<file path="config.mk">
export PLATFORM = sky130hd
export DESIGN_NAME = alu_multicycle
export DESIGN_NICKNAME = d
export VERILOG_FILES = /design/src/rtl/alu_pkg.sv /design/src/rtl/alu_iter_unit.sv /design/src/rtl/alu_multicycle.sv
export SDC_FILE = /design/constraint.sdc
export NUM_CORES = 1
export LEC_CHECK = 0
export ABC_AREA = 1
export BUFFER_PORTS_ARGS = -buffer_cell sky130_fd_sc_hd__buf_2
export CAP_MARGIN = 20
export CORE_MARGIN = 2
export CORE_UTILIZATION = 60
export CTS_CLUSTER_DIAMETER = 120
export DETAILED_ROUTE_END_ITERATION = 7
export PLACE_DENSITY = 0.78
export SLEW_MARGIN = 15
export SYNTH_ARGS = -nofsm -noshare
export SYNTH_HDL_FRONTEND = slang
export SYNTH_HIERARCHICAL = 1
export SYNTH_SLANG_ARGS = --single-unit
</file>
<file path="constraint.sdc">
create_clock -name clock -period 3.2 [get_ports clock]
set_input_delay 0 -clock clock [delete_from_list [all_inputs] [get_ports clock]]
set_output_delay 0 -clock clock [all_outputs]
set_load 0.02 [all_outputs]
</file>
<file path="src/rtl/alu_pkg.sv">
// alu_pkg: shared op codes, ALUOp modes and FSM states
// for the multicycle execute-stage ALU.
package alu_pkg;

    localparam logic [5:0] OP_LD  = 6'd0;
    localparam logic [5:0] OP_ADD = 6'd1;
    localparam logic [5:0] OP_SUB = 6'd2;
    localparam logic [5:0] OP_AND = 6'd3;
    localparam logic [5:0] OP_OR  = 6'd4;
    localparam logic [5:0] OP_XOR = 6'd5;
    localparam logic [5:0] OP_NOT = 6'd6;
    localparam logic [5:0] OP_SHL = 6'd7;
    localparam logic [5:0] OP_SHR = 6'd8;
    localparam logic [5:0] OP_MUL = 6'd9;
    localparam logic [5:0] OP_DIV = 6'd10;
    localparam logic [5:0] OP_MOD = 6'd11;

    localparam logic [1:0] ALUOP_NORM = 2'b00;
    localparam logic [1:0] ALUOP_BNE  = 2'b10;
    localparam logic [1:0] ALUOP_LDI  = 2'b01;
    localparam logic [1:0] ALUOP_ADDR = 2'b11;

    typedef enum logic [1:0] {
        IDLE,
        ITER,
        FIN
    } state_t;

    function automatic logic is_iter_op(input logic [5:0] op);
        return (op == OP_MUL) || (op == OP_DIV) || (op == OP_MOD);
    endfunction

endpackage

</file>
<file path="src/rtl/alu_iter_unit.sv">
// alu_iter_unit: shared MSB-first shift-add multiplier and
// restoring divider, one step per cycle.
module alu_iter_unit
    import alu_pkg::*;
#(
    parameter int WIDTH = 32,
    localparam int CW = $clog2(WIDTH)
) (
    input  logic             clock,
    input  logic             reset_n,
    input  logic             load,
    input  logic             step,
    input  logic [5:0]       op,
    input  logic [WIDTH-1:0] a,
    input  logic [WIDTH-1:0] b,
    output logic             last,
    output logic [WIDTH-1:0] acc,
    output logic [WIDTH-1:0] shreg
);

    logic [WIDTH-1:0] opnd;
    logic [CW-1:0]    count;
    logic             is_div;
    logic [WIDTH:0]   part;
    logic [WIDTH:0]   trial;

    // A zero divisor never borrows, so the quotient fills with ones
    // and the dividend shifts whole into the remainder.
    assign part  = {acc, shreg[WIDTH-1]};
    assign trial = part - {1'b0, opnd};
    assign last  = (count == '0);

    always_ff @(posedge clock or negedge reset_n) begin
        if (!reset_n) begin
            opnd   <= '0;
            count  <= '0;
            is_div <= 1'b0;
            acc    <= '0;
            shreg  <= '0;
        end else if (load) begin
            is_div <= (op != OP_MUL);
            opnd   <= (op != OP_MUL) ? b : a;
            shreg  <= (op != OP_MUL) ? a : b;
            acc    <= '0;
            count  <= CW'(WIDTH - 1);
        end else if (step) begin
            if (count != '0)
                count <= count - CW'(1);
            if (is_div) begin
                shreg <= {shreg[WIDTH-2:0], ~trial[WIDTH]};
                acc   <= trial[WIDTH] ? part[WIDTH-1:0]
                                      : trial[WIDTH-1:0];
            end else begin
                shreg <= {shreg[WIDTH-2:0], 1'b0};
                acc   <= {acc[WIDTH-2:0], 1'b0}
                       + (shreg[WIDTH-1] ? opnd : '0);
            end
        end
    end

endmodule

</file>
<file path="src/rtl/alu_multicycle.sv">
// alu_multicycle: execute-stage ALU with start/busy/done handshake,
// registered outputs and iterative mul/div/mod.
module alu_multicycle
    import alu_pkg::*;
#(
    parameter int WIDTH = 32,
    parameter int SHW   = $clog2(WIDTH)
) (
    input  logic             clock,
    input  logic             reset_n,
    input  logic             start,
    input  logic [WIDTH-1:0] data1,
    input  logic [WIDTH-1:0] data2,
    input  logic [5:0]       operation,
    input  logic [1:0]       ALUOp,
    output logic             busy,
    output logic             done,
    output logic             zero,
    output logic [WIDTH-1:0] aluResult,
    output logic             divByZero,
    output logic             illegalOp
);

    state_t           state;
    logic             zero_q;
    logic             div_q;
    logic             dz_q;
    logic [WIDTH-1:0] single_res;
    logic             single_ill;
    logic             shift_big;
    logic             cmp;
    logic             multi;
    logic             load;
    logic             step;
    logic             last;
    logic [WIDTH-1:0] acc;
    logic [WIDTH-1:0] shreg;

    assign shift_big = |data2[WIDTH-1:SHW];
    assign cmp = (ALUOp == ALUOP_NORM) ? (data1 == data2)
               : (ALUOp == ALUOP_BNE)  ? (data1 != data2)
               : 1'b0;
    assign multi = !ALUOp[0] && is_iter_op(operation);
    assign load  = (state == IDLE) && start && multi;
    assign step  = (state == ITER);

    always_comb begin
        single_res = '0;
        single_ill = 1'b0;
        if (ALUOp[0]) begin
            single_res = data2;
        end else begin
            case (operation)
                OP_LD:  single_res = data1;
                OP_ADD: single_res = data1 + data2;
                OP_SUB: single_res = data1 - data2;
                OP_AND: single_res = data1 & data2;
                OP_OR:  single_res = data1 | data2;
                OP_XOR: single_res = data1 ^ data2;
                OP_NOT: single_res = ~data1;
                OP_SHL: single_res = shift_big ? '0
                                   : data1 << data2[SHW-1:0];
                OP_SHR: single_res = shift_big ? '0
                                   : data1 >> data2[SHW-1:0];
                OP_MUL, OP_DIV, OP_MOD: single_res = '0;
                default: single_ill = 1'b1;
            endcase
        end
    end

    alu_iter_unit #(.WIDTH(WIDTH)) u_iter (
        .clock   (clock),
        .reset_n (reset_n),
        .load    (load),
        .step    (step),
        .op      (operation),
        .a       (data1),
        .b       (data2),
        .last    (last),
        .acc     (acc),
        .shreg   (shreg)
    );

    always_ff @(posedge clock or negedge reset_n) begin
        if (!reset_n) begin
            state     <= IDLE;
            busy      <= 1'b0;
            done      <= 1'b0;
            zero      <= 1'b0;
            divByZero <= 1'b0;
            illegalOp <= 1'b0;
            aluResult <= '0;
            zero_q    <= 1'b0;
            div_q     <= 1'b0;
            dz_q      <= 1'b0;
        end else begin
            done <= 1'b0;
            unique case (state)
                IDLE: begin
                    if (start && multi) begin
                        state  <= ITER;
                        busy   <= 1'b1;
                        zero_q <= cmp;
                        div_q  <= (operation == OP_DIV);
                        dz_q   <= (operation != OP_MUL)
                               && (data2 == '0);
                    end else if (start) begin
                        aluResult <= single_res;
                        zero      <= cmp;
                        illegalOp <= single_ill;
                        divByZero <= 1'b0;
                        done      <= 1'b1;
                    end
                end
                ITER: begin
                    if (last)
                        state <= FIN;
                end
                FIN: begin
                    aluResult <= div_q ? shreg : acc;
                    zero      <= zero_q;
                    divByZero <= dz_q;
                    illegalOp <= 1'b0;
                    done      <= 1'b1;
                    busy      <= 1'b0;
                    state     <= IDLE;
                end
                default: state <= IDLE;
            endcase
        end
    end

endmodule
</file>
---- Word-level counts from Yosys, hierarchy flattened ----
Cells that the tools add are included.
storage, ports and cells
  input bits .............................. 75
  logic and storage cells ................. 114
  bits in registers ....................... 144
cells by class
  add/subtract/negate cells ............... 5
  equal/unequal tests ..................... 21
  muxes and demuxes ....................... 42
  reduce and logical (&&, ||, !) cells .... 24
  shifts and indexed selects .............. 2
  bitwise gates (word level) .............. 5
operators by type and width
  operator            number
  $mux 32             15
  $pmux 32 s9         1
  $add 32x32->32      2
  $pmux 32 s2         1
  $sub 33x32->33      1
  $and 32x32->32      1
  $eq 32x32->1        1
  $logic_not 32->1    1
  $ne 32x32->1        1
  $not 32->32         1
  $or 32x32->32       1
  $shl 32x5->32       1
  $shr 32x5->32       1
  $sub 32x32->32      1
  $xor 32x32->32      1
  $reduce_or 27->1    1
  $eq 6x3->1 const B  4
  $eq 6x4->1 const B  4
  $mux 5              3
  $mux 1              14
  $eq 6x2->1 const B  2
  $reduce_or 12->1    1
  $pmux 1 s2          5
  $reduce_and 2->1    4
  other kinds (19)    31

---- Depth between registers and ports, before layout ----
  depth after elaboration ................. 7
  depth in mapped cells ................... 21
  depth with buffers taken out ............ 19

---- Modules after synthesis ----
Netlist, hierarchy kept.
by module, submodules not included
  module          area each (um^2)  sequential area each (um^2)  instances  cells an instance
  alu_multicycle  12776.0           1051.0                       1          2512
  alu_iter_unit   10595.2           2552.4                       1          1821

---- Worst setup path before layout ----
No wires, ideal clock.
  kind .................................... register to register
  start point ............................. register u_iter.shreg[31]
  end point ............................... register u_iter.acc[28]
  period minus slack after synthesis ...... 2.470 ns
  setup time .............................. 0.116 ns
  stages on the path, launching flop included .. 22
  data arrival time ....................... 2.353 ns
  setup slack ............................. 0.730 ns
  required time ........................... 3.084 ns
  cell sequence ........................... dfrtp_1 -> clkbuf_1 -> inv_1 -> ha_1 -> fa_1 -> inv_1 -> nand2_1 -> nand2_1 -> nand3_1 -> nand2_1 -> nand2_1 -> nand2_2 -> nand2_2 -> nand2_1 -> nand2_2 -> nand2_4 -> buf_6 -> nand2_1 -> nand2_1 -> nand2_1 -> nand2_1 -> nand2_1
on the way
  cells in the longest elaborated chain, start to end .. 5
RTL lines
  item                                       RTL line                                  text
  from (decl)                                alu_iter_unit.sv:18                       output logic [WIDTH-1:0] shreg
  from (signal assigned)                     alu_iter_unit.sv:43                       shreg <= (op != OP_MUL) ? a : b;
  from (signal assigned)                     alu_iter_unit.sv:50                       shreg <= {shreg[WIDTH-2:0], ~trial[WIDTH]};
  from (signal assigned)                     alu_iter_unit.sv:54                       shreg <= {shreg[WIDTH-2:0], 1'b0};
  $sub 33x32->33 or $mux 32 (tied branches)  alu_iter_unit.sv:30, alu_iter_unit.sv:56
  $mux 32 or $add 32x32->32 (tied branches)  alu_iter_unit.sv:51, alu_iter_unit.sv:56
  $mux 32 (*)                                alu_iter_unit.sv:49                       if (is_div) begin
  $mux 32 (*)                                alu_iter_unit.sv:46                       end else if (step) begin
  $mux 32 (*)                                alu_iter_unit.sv:40                       end else if (load) begin
  to (signal assigned)                       alu_iter_unit.sv:51                       acc <= trial[WIDTH] ? part[WIDTH-1:0]
  to (signal assigned)                       alu_iter_unit.sv:55                       acc <= {acc[WIDTH-2:0], 1'b0}
  to (decl)                                  alu_iter_unit.sv:17                       output logic [WIDTH-1:0] acc,
Every way passes the cells marked *; elsewhere a longest branch is shown, timed or not. The select of a mux whose other input is x is not followed.
A chain may end at the register's enable or synchronous reset.

---- Final worst setup path ----
  start point ............................. register u_iter.shreg[31]
  end point ............................... register u_iter.acc[29]
The elaborated chain is that of the path after synthesis.

==> out/metrics.json <==
{
  "min_path": {
    "min-delay-path-class": "primary input to flip-flop",
    "holdCritStartpoint": "operation[4]"
  },
  "timing": {
    "timing_hold_violations_final": 0,
    "timing.final.crit_share_pct": 90.6,
    "report.final.setup_viol": 0,
    "final.setup.tns_ns": 0,
    "timing.slew.headroom_pct": 26.4,
    "timing.final.max_slew_violations": 0,
    "finalWorstPathRequiredPeriod_ns": 2.90,
    "finalClockSkew_ns": 0.0141,
    "fmax_ghz": 0.345,
    "max_slew.worst_pin.slew_ns": 1.10,
    "grt_setup_unrepaired": "no"
  },
  "global_routing": {
    "grt_overall_usage_pct": 49.1,
    "grt_overflow_total": 0,
    "first_global_vias": 27100,
    "grt_max_degree": 75,
    "antenna_found_initial": 2,
    "global_route_wire_length_before_repair_um": 154000
  },
  "worst_setup_path": {
    "crit_arrival_ns": 3.24,
    "crit_path_cell_trace": "buf_4 -> nand2_1 -> inv_1 -> ha_1 -> fa_1 -> nand2_1 -> a21oi_2 -> nand2_1 -> nand2_1 -> nand2_1 -> nand2_1 -> nand2_1 -> nand3_1 -> nand3_1 -> nand2_1 -> inv_1 -> nand2_1 -> nand2_1",
    "endpoint_kind": "flip-flop",
    "crit_path_max_incr_delay_ns": 0.34,
    "rr_startpoint": "u_iter/shreg[31]",
    "worstPathMaxFanout": 27,
    "critPathLaunch": "u_iter/shreg[31]",
    "critical-path-slowest-cell": "sky130_fd_sc_hd__dfrtp_1",
    "crit_type": "flip-flop to flip-flop",
    "path_common_cell": "sky130_fd_sc_hd__nand2_1",
    "crit_required_ns": 3.54,
    "crit_path_start_kind": "flip-flop"
  },
  "cells_and_area": {
    "final_cell_count_no_fill": 4938,
    "diodes": 0,
    "nets": 4656,
    "syn_to_final_growth_pct": 8.52,
    "drive_above_1_share_pct": 6.61,
    "layout.cell_area.non_filler_um2": 25400,
    "final.fill_count": 3940
  },
  "synthesis": {
    "synth-seq-area-share_pct": 15.4,
    "ys_ff_latch": 144,
    "synth.top_cells.by_area": "sky130_fd_sc_hd__nand2_1 (24%), sky130_fd_sc_hd__dfrtp_1 (15%), sky130_fd_sc_hd__inv_1 (11%)",
    "yosysWarningCount": 6,
    "synth_nets": 4582,
    "postSynth.topFlopCell": "sky130_fd_sc_hd__dfrtp_1",
    "synth.area.mux_share_pct": 0,
    "combinational_family_with_the_most_area_after_synthesis": "simple AND/OR/NAND/NOR gates",
    "syn-cell-area_um2": 23400,
    "post_synthesis_adder_cell_area_fraction_pct": 9.44,
    "synth_area_leader_cell": "sky130_fd_sc_hd__nand2_1",
    "yosys.cell_types.count": 59,
    "post-synth-top-count-cell": "sky130_fd_sc_hd__nand2_1",
    "synth-simple-area-share_pct": 44.9,
    "synth-edff-count": 0,
    "synthTopCellsByCount": "sky130_fd_sc_hd__nand2_1 (1523), sky130_fd_sc_hd__inv_1 (696), sky130_fd_sc_hd__nand3_1 (484), sky130_fd_sc_hd__nor2_1 (362), sky130_fd_sc_hd__a21oi_1 (282)",
    "asyncSetResetFlopFracSynth_pct": 100,
    "synthesis.area_per_instance_um2": 5.39,
    "synth-compound-area-share_pct": 14.0,
    "synthCells": 4333,
    "synth_xor_area_share_pct": 1.20,
    "post-synth-top-area-fraction_pct": 24.5
  },
  "route": {
    "first_pass_iteration_count_of_the_detailed_router": 8,
    "routed_wire_length_per_instance_um": 20.5,
    "drtAntennaViolNets": 0,
    "num_vias": 29300,
    "post_detailed_route_drc_marker_count": 1,
    "route.detailed.vias_per_inst": 5.94,
    "drt_iter0_markers": 3895,
    "finalWirelength_um": 101000
  },
  "clocking": {
    "htree_num_levels": 4,
    "tritoncts.num_buffers": 17,
    "cts_num_sinks": 144,
    "clkLatencyLatePin_ns": 0.45,
    "clk_root_buffer_cell": "sky130_fd_sc_hd__clkbuf_16",
    "postCtsSetupRepairBufs": 0,
    "cts_max_path_buffers": 2,
    "tritoncts": "done",
    "clk_transition_reported_paths_ns": 0.06
  },
  "floorplanning": {
    "core.rowCount": 72,
    "width_of_the_chip_um": 201,
    "die_h_um": 201,
    "floorplan.die_area_um2": 40500,
    "core_area_um2": 38600,
    "boundaryPins": 112,
    "floorplan.initialDensity_pct": 60.6
  },
  "placement": {
    "gp_routability_congestion": 1.17,
    "placed_area_um2": 24400,
    "io_buffer_count": 111,
    "detailed_place_hpwl_um": 80200,
    "dp_cells": 4876
  },
  "power_and_ir_drop": {
    "p_per_area_nw_per_um2": 586,
    "power.leakage_nw": 14.7,
    "vdd.ir_drop.worst_uv": 384
  },
  "outcome": {
    "violations": "DRC",
    "result_of_the_run": "finished, violations left"
  },
  "job": {
    "timing.max_cap.violations": 0
  }
}
==> area by class of cell <==
cell class	instances	area (µm²)	share of cell area, %
Multi-Input combinational cell	3303	16300	64.1
Sequential cell	144	3600	14.2
Inverter	716	2690	10.6
Timing Repair Buffer	225	1560	6.15
Tap cell	518	648	2.56
Clock buffer	20	467	1.84
Clock inverter	12	133	0.523
==> placed cells by master (no fill, tap or decap), types with 7 or more instances in the layout <==
master                             n
sky130_fd_sc_hd__a22oi_1          10
sky130_fd_sc_hd__xor2_1           18
sky130_fd_sc_hd__nand3b_1         11
sky130_fd_sc_hd__nor2_1          360
sky130_fd_sc_hd__o2111ai_1         7
sky130_fd_sc_hd__nor2_2           11
sky130_fd_sc_hd__a21oi_1         281
sky130_fd_sc_hd__ha_1            170
sky130_fd_sc_hd__xnor2_1          14
sky130_fd_sc_hd__buf_4            80
sky130_fd_sc_hd__nor3_1           27
sky130_fd_sc_hd__o22ai_1          20
sky130_fd_sc_hd__dfrtp_1         144
sky130_fd_sc_hd__dlygate4sd3_1    29
sky130_fd_sc_hd__nor2_4            8
sky130_fd_sc_hd__buf_2           110
sky130_fd_sc_hd__inv_2            17
sky130_fd_sc_hd__clkbuf_16        17
sky130_fd_sc_hd__o21ai_1          15
sky130_fd_sc_hd__nand3_1         483
sky130_fd_sc_hd__and2_1           15
sky130_fd_sc_hd__nand4_1          45
sky130_fd_sc_hd__nand2_1        1523
sky130_fd_sc_hd__inv_1           694
sky130_fd_sc_hd__o221ai_1         34
sky130_fd_sc_hd__o21bai_1         12
sky130_fd_sc_hd__o21ai_0         160
sky130_fd_sc_hd__o211ai_1         21
==> metal layers <==
metal / wire, µm / GRT usage [%] / up-vias
li1: - / - / 13800
met1: 36900 / 59.4 / 13100
met2: 42600 / 75.1 / 1920
met3: 12300 / 12.0 / 455
met4: 9310 / 37.8 / 4
met5: 27 / 0 / -
==> worst max-delay path: cells and delay by family (launching register included) <==
kind	cells	cell delay [ns]
flip-flops	1	0.34
AND/OR/NAND/NOR	12	1.22
AO/OA/AOI/OAI	1	0.28
adder cells (fa/ha/maj)	2	0.50
buffers and inverters	3	0.43
==> registers in the layout, summed over array words and instances, names as in the netlist, 2 cells and up <==
| signal | cells |
|---|---|
| aluResult | 32 |
| u_iter/acc | 32 |
| u_iter/opnd | 32 |
| u_iter/shreg | 32 |
| u_iter/count | 5 |
| state | 2 |
==> timing repair <==
action / in CTS / in global routing
hold endpoints to repair: 120 / 0
resized for setup: 0 / 1
setup endpoints to repair: 0 / 3
hold buffers: 29 / 0
==> stage by stage <==
stage | setup WS, ns | power (mW) | utilization (%) | hold slack (ns)
after detailed placement | 0.267 | 12.4 | 63.4 | 0.0331
after CTS | 0.219 | 14.5 | 65.7 | 0.00498
final | 0.302 | 14.9 | 65.8 | 0.0358
after global routing | 0.0457 | 16.0 | 65.8 | 0.0386
after global placement | 0.269 | 12.2 | 63.4 | 0.0311
after floorplan | 0.730 | 9.66 | - | -0.296
==> path summary, 6_finish.rpt <==
| kind | end | slack [ns] | cells after the start |
|---|---|---|---|
| setup / recovery | u_iter/acc[29] | 0.30 | 18 |
| hold / removal | div_q | 0.04 | 4 |
| setup reg to reg | u_iter/acc[29] | 0.30 | 18 |
| hold reg to reg | u_iter/count[4] | 0.49 | 1 |
| max in group asynchronous | u_iter/shreg[16] | 2.18 | 3 |
| min in group asynchronous | u_iter/count[2] | 0.13 | 2 |
==> kinds of logic after synthesis <==
kind of cell / after synthesis
DFF: 144
AOI/OAI and AO/OA: 584
and+or+nand+nor: 2513
xor gates and xnor gates: 32
adders and majority gates: 174
buffers and inverters: 886
==> power by group <==
group          internal, mW  leakage [nW]  switching [mW]
Combinational          3.12          12.7            6.51
Clock                  1.21         0.289           0.812
Sequential             2.47          1.74           0.752
Power figures use the tool's default switching activity.
